File: src/rtl/udlx_fetch_pkg.sv
// Shared types and constants for the uDLX fetch-stage PC sequencer.
package udlx_fetch_pkg;

    typedef enum logic [1:0] {
        BOOT,
        RUN,
        HOLD,
        REDIR
    } fetch_state_e;

    localparam int PC_INCR = 4;

    // Clears the byte offset inside a 32-bit instruction word.
    localparam logic [31:0] WORD_ALIGN_MASK = 32'hFFFF_FFFC;

endpackage

File: src/rtl/fetch_redirect_reg.sv
// Pending redirect target register with misaligned-target detection.
module fetch_redirect_reg
    import udlx_fetch_pkg::*;
#(
    parameter int PC_WIDTH = 20
) (
    input  logic                clk,
    input  logic                rst,
    input  logic                load,
    input  logic [PC_WIDTH-1:0] new_pc,
    output logic [PC_WIDTH-1:0] target,
    output logic [PC_WIDTH-1:0] pending_pc,
    output logic                misalign
);

    logic [PC_WIDTH-1:0] pending_p1;
    logic                misalign_p1;

    assign target = new_pc & WORD_ALIGN_MASK[PC_WIDTH-1:0];

    // Stage p1: captured target and the misalignment pulse for this redirect.
    always_ff @(posedge clk) begin
        if (rst) begin
            pending_p1  <= '0;
            misalign_p1 <= 1'b0;
        end else begin
            misalign_p1 <= load & (|new_pc[1:0]);
            if (load) begin
                pending_p1 <= target;
            end
        end
    end

    assign pending_pc = pending_p1;
    assign misalign   = misalign_p1;

endmodule

File: src/rtl/fetch_pc_control.sv
// uDLX fetch PC sequencer: PC register, imem request FSM, wrong-path squash, flushes.
// Optional macro UDLX_DELAY_SLOT_EN keeps the delay-slot instruction in ID alive on redirect.
module fetch_pc_control
    import udlx_fetch_pkg::*;
#(
    parameter int                   PC_WIDTH = 20,
    parameter logic [PC_WIDTH-1:0]  RESET_PC = '0
) (
    input  logic                clk,
    input  logic                rst,
    input  logic                stall_in,
    input  logic                select_new_pc_in,
    input  logic [PC_WIDTH-1:0] new_pc_in,
    input  logic                imem_ready_in,
    output logic                imem_req_out,
    output logic [PC_WIDTH-1:0] imem_addr_out,
    output logic                inst_valid_out,
    output logic [PC_WIDTH-1:0] pc_out,
    output logic                flush_if_id_out,
    output logic                flush_id_ex_out,
    output logic                misalign_out
);

    fetch_state_e        state, state_nxt;
    logic [PC_WIDTH-1:0] fetch_pc_p0, fetch_pc_nxt;
    logic [PC_WIDTH-1:0] pc_p1;
    logic                vld_p1;
    logic [PC_WIDTH-1:0] target, pending_pc;
    logic                redirect, accept;

    // Redirects are ignored in BOOT; the PC is still being established.
    assign redirect = select_new_pc_in & (state != BOOT);

    fetch_redirect_reg #(.PC_WIDTH(PC_WIDTH)) u_redirect (
        .clk        (clk),
        .rst        (rst),
        .load       (redirect),
        .new_pc     (new_pc_in),
        .target     (target),
        .pending_pc (pending_pc),
        .misalign   (misalign_out)
    );

    assign imem_req_out  = (state == RUN) || (state == REDIR);
    assign imem_addr_out = (state == REDIR) ? pending_pc : fetch_pc_p0;
    assign accept        = imem_req_out & imem_ready_in;

    always_comb begin
        state_nxt    = state;
        fetch_pc_nxt = fetch_pc_p0;
        case (state)
            BOOT:  state_nxt = RUN;
            RUN: begin
                if (accept) fetch_pc_nxt = fetch_pc_p0 + PC_WIDTH'(PC_INCR);
                if (stall_in) state_nxt = HOLD;
            end
            HOLD: begin
                if (!stall_in) state_nxt = RUN;
            end
            REDIR: begin
                if (accept) begin
                    fetch_pc_nxt = pending_pc + PC_WIDTH'(PC_INCR);
                    state_nxt    = RUN;
                end
            end
            default: state_nxt = BOOT;
        endcase
        // A redirect under stall parks in REDIR so the target request survives the stall.
        if (redirect) begin
            fetch_pc_nxt = target;
            state_nxt    = stall_in ? REDIR : RUN;
        end
    end

    // Stage p0: PC register and sequencer state.
    always_ff @(posedge clk) begin
        if (rst) begin
            state       <= BOOT;
            fetch_pc_p0 <= RESET_PC;
        end else begin
            state       <= state_nxt;
            fetch_pc_p0 <= fetch_pc_nxt;
        end
    end

    // Stage p1: one-cycle memory latency; the acceptance in a redirect cycle is wrong-path.
    always_ff @(posedge clk) begin
        if (rst) begin
            vld_p1 <= 1'b0;
            pc_p1  <= '0;
        end else begin
            vld_p1 <= accept & ~select_new_pc_in;
            if (accept) pc_p1 <= imem_addr_out;
        end
    end

    assign inst_valid_out  = vld_p1;
    assign pc_out          = pc_p1;
    assign flush_if_id_out = select_new_pc_in & ~rst;

`ifdef UDLX_DELAY_SLOT_EN
    assign flush_id_ex_out = 1'b0;
`else
    assign flush_id_ex_out = flush_if_id_out;
`endif

endmodule

File: config.mk
export PLATFORM = sky130hd
export DESIGN_NAME = fetch_pc_control
export DESIGN_NICKNAME = d
export VERILOG_FILES = /design/src/rtl/udlx_fetch_pkg.sv /design/src/rtl/fetch_redirect_reg.sv /design/src/rtl/fetch_pc_control.sv
export SDC_FILE = /design/constraint.sdc
export NUM_CORES = 1
export LEC_CHECK = 0
export CAP_MARGIN = 20
export CORE_MARGIN = 2
export CORE_UTILIZATION = 35
export CTS_CLUSTER_DIAMETER = 150
export DETAILED_ROUTE_END_ITERATION = 6
export PLACE_DENSITY_LB_ADDON = 0.15
export SETUP_SLACK_MARGIN = 0.02
export SYNTH_ARGS = -nofsm -noshare
export SYNTH_HDL_FRONTEND = slang
export SYNTH_SLANG_ARGS = --single-unit
File: constraint.sdc
create_clock -name clk -period 3.2 [get_ports clk]
set_input_delay 0.64 -clock clk [delete_from_list [all_inputs] [get_ports clk]]
set_output_delay 0.64 -clock clk [all_outputs]
set_load 0.005 [all_outputs]
=== Yosys cells after proc, flatten, opt, wreduce, memory -nomap -nowiden ===
Cells that the tools add are included.

* $add $sub $neg: 2
* Eq/ne operators: 9
* Muxes and demuxes: 11
* Bitwise operators: 7
* Reductions and logical operators: 10

{| class="wikitable"
|+ Operator list
! operator !! number
|-
| $mux 20 || 4
|-
| $add 20x3->20 const B || 2
|-
| $pmux 20 s2 || 1
|-
| $ne 3x2->1 const B || 4
|-
| $mux 2 || 5
|-
| $reduce_and 3->1 || 3
|-
| $pmux 2 s4 || 1
|-
| $and 1x1->1 || 5
|-
| $eq 2x2->1 const B || 2
|-
| $ne 2x2->1 const B || 2
|-
| $reduce_bool 2->1 || 2
|-
| $reduce_or 2->1 || 2
|-
| $reduce_bool 3->1 || 1
|-
| $eq 2x1->1 const B || 1
|-
| $logic_not 2->1 || 1
|-
| $not 1->1 || 2
|-
| $logic_or 1x1->1 || 1
|}

* Register bits: 62
* Input bits: 25
* Output and inout bits: 45

=== Logic depth before layout (Yosys ltp) ===
* Depth in word-level cells: 6
* Gate-level depth with buffers: 8
* Gate-level depth less buffers: 6

=== By module ===
From an unflattened synthesis, not the netlist that was laid out.

* Cells, all modules: 419
* Area, all modules: 3457.1 sq um

{| class="wikitable"
|+ Modules (own cells, without submodules)
! module !! instances !! cells each !! area each (sq um) !! sequential area each (sq um)
|-
| fetch_pc_control || 1 || 335 || 2602.5 || 860.8
|-
| fetch_redirect_reg || 1 || 84 || 854.6 || 380.4
|}

=== Worst setup path after synthesis ===
No wires, ideal clock.

* Path type: register to register
* From: reg state[0]
* To: reg fetch_pc_p0[16]
* Arrival: 1826 ps
* Slack: 1287 ps
* Stages on the path, launching flop included: 8
* Buffers on the path: 1
* Period minus slack after synthesis: 1913 ps
* Path through: dfxtp_1 -> and2_4 -> buf_6 -> o21ai_4 -> o211ai_4 -> or4_4 -> a21o_1 -> a221oi_2

* Word-level cells in the longest chain between the ends: 5

{| class="wikitable"
|+ Ends and longest elaborated chain
! what !! line !! text
|-
| start, declared || fetch_pc_control.sv:24 || <nowiki>fetch_state_e state, state_nxt;</nowiki>
|-
| start signal, assigned || fetch_pc_control.sv:81 || <nowiki>state <= state_nxt;</nowiki>
|-
| $eq 2x1->1 or $eq 2x2->1 (tied branches) || fetch_pc_control.sv:44, fetch_pc_control.sv:51 ||
|-
| $logic_or 1x1->1 || fetch_pc_control.sv:44 || <nowiki>assign imem_req_out = (state == RUN) || (state == REDIR);</nowiki>
|-
| $and 1x1->1 || fetch_pc_control.sv:46 || <nowiki>assign accept = imem_req_out & imem_ready_in;</nowiki>
|-
| $ne 3x2->1 (no line) || - ||
|-
| $reduce_and 3->1 (no line) || - ||
|-
| end signal, assigned || fetch_pc_control.sv:82 || <nowiki>fetch_pc_p0 <= fetch_pc_nxt;</nowiki>
|-
| end, declared || fetch_pc_control.sv:25 || <nowiki>logic [PC_WIDTH-1:0] fetch_pc_p0, fetch_pc_nxt;</nowiki>
|}

Parallel ways exist; a longest one is shown, timed or not.
A chain may end at the register's enable or synchronous reset.

=== Worst setup path in the final report ===
* From: reg state[1]
* To: out imem_addr_out[12]

* Word-level cells in the longest chain between the ends: 2

{| class="wikitable"
|+ Ends and longest elaborated chain
! what !! line !! text
|-
| $eq 2x2->1 || fetch_pc_control.sv:45 || <nowiki>assign imem_addr_out = (state == REDIR) ? pending_pc : fetch_pc_p0;</nowiki>
|-
| $mux 20 || fetch_pc_control.sv:45 ||
|-
| end, declared || fetch_pc_control.sv:16 || <nowiki>output logic [PC_WIDTH-1:0] imem_addr_out,</nowiki>
|}

No other way between the ends.

==> metrics list <==
- After clock tree synthesis, the flow added hold-fix buffers numbering 0.
- Clock tree sinks: 62
- Final Instance Area: 0.003895 mm^2
- The die is 95.03 um wide.
* Area growth syn-to-layout: 34.30%
- The flow ran to the end, and the final reports show no timing, DRC or antenna violations.
- Routability congestion estimate: 0.7973
* Wirelength per Cell: 14.56 um
- The highest metal layer carrying signal wires in the routed design is met4.
- Insertion delay to the later sink of the worst-skew pair: 0.34 ns
- After detailed routing, the number of vias per cell comes to 5.135.
- Largest net degree at the start of global routing: 52
* Net count of the finished layout: 458
* Final period util: 0.9003
- The synthesized design contains 0 enable-type register cells.
- After detailed routing, the number of remaining DRC violations is 0.
- For this design the static power due to leakage is 1.592 nW.
- Via count of the first global-routing pass: 2534
- DR iter-0 viols: 188
- In this run the remaining antenna-violating nets after routing total 0.
* Row count: 33
* Count of pins on the block boundary: 70
- Synthesis instantiated 47 different standard cells from the library.
* Proportion of register bits with asynchronous set or reset after synthesis: 0
- The H-tree was split into 3 levels.
- Maximum capacitance violations: 0
- After synthesis, the cell types taking the most area are sky130_fd_sc_hd__dfxtp_1 (43%), sky130_fd_sc_hd__nand2_1 (8.7%), sky130_fd_sc_hd__nor2_1 (6.1%).
* First-pass GRT wire length: 12.75 mm
- The final layout contains routed wiring with a total length of 7.890 mm.
- Die ar.: 0.009031 mm^2
* Clock Tree Buf Depth: 2
- The number of gates resized after CTS was 0.
* Post-detailed-placement half-perimeter wirelength: 5.470 mm
- The biggest area contributor in the post-synthesis netlist is sky130_fd_sc_hd__dfxtp_1.
- By startpoint and endpoint, the worst setup path is classified as reg -> out.
- The tightest min-delay check is of the reg -> reg type.
- Of the cells placed in the final design, the portion with a size suffix greater than 1 is 0.09382.
* Max FO, Critical Path: 13
- After routing, the total negative slack on setup checks comes to 0 ns.
- Share of Yosys cell area claimed by the top area cell type: 0.4280
* Filler cell count in the final layout: 816
- Sort of element at the end of the critical path: primary output
- Gr ovfl total: 0
* 1st-pass router iterations: 4
- The signal on the critical path passes through nand2_1 > buf_4 > mux2i_1 > inv_1 > clkdlybuf4s50_1.
- For this configuration, the core starts out at a cell density of 0.3566.
* Worst hold slack after final layout: 0.4493 ns
- Measured against its own limit, the worst slew margin works out to 0.3078.
- Setup Skew: 0.006646 ns
- Cell area after technology mapping: 0.002900 mm^2
- Achievable frequency: 347.1 MHz
* YS warnings: 0
- The count of buffers added on input and output ports is 69.
* Dominant cell by count in the synthesized netlist: sky130_fd_sc_hd__nand2_1
- Std-Cell Core Area: 0.008134 mm^2
* Commonest register cell after synthesis: sky130_fd_sc_hd__dfxtp_1
* Worst-Margin Slew: 1.038 ns
- Data arrives at the worst endpoint at 2.24 ns.
- The routed design uses 448 um of met3 wire.
- CTS buffer count: 9
- TritonCTS built the clock tree.
- Met2 wire len: 3.685 mm
- Buffers added to address setup during post-CTS repair amount to 0.
* Final setup violation count: 0
- For this design the ratio of total power to cell area is 476.2 mW/mm^2.
- Fin. max-slew vios: 0
* Startpoint class of the critical path: flop
- For the worst setup path, the data required time is 2.56 ns.
* Final hold violation count: 0
* Net count after synthesis: 390
- Cell at the root of the clock tree: sky130_fd_sc_hd__clkbuf_8
- All-layer global routing usage: 0.1823
- In this run the vertical extent of the chip is 95.03 um.
- After detailed routing, the wire length on met1 is 3.684 mm.
* Unrepaired setup endpoints after global routing: false
- Peak supply drop: 0.0002257 V
- Summing all placed instances gives a cell area of 0.003707 mm^2.
- The routed design could run at a clock period as short as 2.881 ns.
- In this run, synthesis produced a sequential element count of 62.
- Clock-pin slew was measured on the worst setup and hold paths at 0.07 ns.
- Synthesized area per cell: 7.946 um^2
- Number of diodes added for antenna fixing: 0
- The largest individual stage delay along the critical path comes from the cell sky130_fd_sc_hd__dfxtp_1.
- Count of vias placed by the detailed router: 2783
- Post-synthesis cell count: 365
- Of the synthesized area, sequential elements account for 0.4280.
* Leading cell types by count after synthesis: sky130_fd_sc_hd__nand2_1 (67), sky130_fd_sc_hd__dfxtp_1 (62), sky130_fd_sc_hd__nor2_1 (47), sky130_fd_sc_hd__a21oi_1 (29), sky130_fd_sc_hd__clkbuf_1 (20)
- The largest single stage delay on the critical path is 0.66 ns.
- The initial antenna violation count came to 0.
## critical path, delay by kind of cell (launching register included)
family | cells | cell delay [ns]
buf+inv | 3 | 0.82
mux | 1 | 0.28
flops | 1 | 0.66
simple gates | 1 | 0.13
## final timing paths
kind | slack [ns] | depth (start not counted) | end | from
worst max-delay path | 0.32 | 5 | imem_addr_out[12] | state[1]
worst min-delay path | 0.45 | 1 | fetch_pc_p0[1] | fetch_pc_p0[1]
worst max register to register | 0.68 | 6 | fetch_pc_p0[16] | state[1]
worst min register to register | 0.45 | 1 | fetch_pc_p0[1] | fetch_pc_p0[1]
## power breakdown
| part | total (mW) | internal [mW] | switching [mW] |
|---|---|---|---|
| combinational | 0.324 | 0.165 | 0.159 |
| clock | 0.674 | 0.371 | 0.303 |
| sequential | 0.857 | 0.821 | 0.0359 |
## cell families after synthesis
family / synth area share
AOI/OAI and AO/OA: 0.2192
xor gates and xnor gates: 0.01812
buffers and inverters: 0.05781
DFF: 0.4280
muxes: 0.04530
and+or+nand+nor: 0.2317
## registers in the layout (all words and copies together), names as in the netlist
| name | count |
|---|---|
| fetch_pc_p0 | 20 |
| pc_out | 20 |
| u_redirect.pending_pc | 18 |
| state | 2 |
| inst_valid_out | 1 |
| u_redirect.misalign | 1 |
## layout make-up
| cell class | count | area (um^2) | share of cell area |
|---|---|---|---|
| Tap cell | 105 | 131.4 | 0.03373 |
| Timing Repair Buffer | 83 | 790.8 | 0.2030 |
| Multi-Input combinational cell | 264 | 1495 | 0.3839 |
| Sequential cell | 62 | 1241 | 0.3187 |
| Inverter | 13 | 48.80 | 0.01253 |
| Clock buffer | 10 | 137.6 | 0.03534 |
| Clock inverter | 5 | 50.05 | 0.01285 |
## per-layer routing
metal,up-vias,track usage
met1,1303,0.2451
met2,72,0.2896
met4,0,0.05072
met5,-,0
li1,1401,-
met3,7,0.04743
## per-stage QoR
stage	setup slack, ns	total power, mW	util	std cells
after global placement	0.5789	1.196	0.4558	527
after detailed placement	0.5366	1.200	0.4558	527
after global routing	0.1773	1.943	0.4788	542
after CTS	0.3087	1.871	0.4788	542
after floorplan	1.287	1.038	-	365
final	0.3190	1.855	0.4788	542
## cell usage in the layout, fill, tap and decap left out, types with 6 or more instances in the layout
master / netlist / routed
sky130_fd_sc_hd__clkdlybuf4s50_1: 0 / 68
sky130_fd_sc_hd__nand2_1: 67 / 67
sky130_fd_sc_hd__dfxtp_1: 62 / 62
sky130_fd_sc_hd__nor2_1: 47 / 47
sky130_fd_sc_hd__a21oi_1: 29 / 29
sky130_fd_sc_hd__o21ai_0: 17 / 16
sky130_fd_sc_hd__a211oi_1: 15 / 15
sky130_fd_sc_hd__buf_4: 3 / 14
sky130_fd_sc_hd__inv_1: 13 / 13
sky130_fd_sc_hd__mux2i_1: 12 / 12
sky130_fd_sc_hd__clkbuf_8: 0 / 10
sky130_fd_sc_hd__nor3_1: 9 / 9
sky130_fd_sc_hd__and2_1: 6 / 6
(Power assumes the default switching activity.)
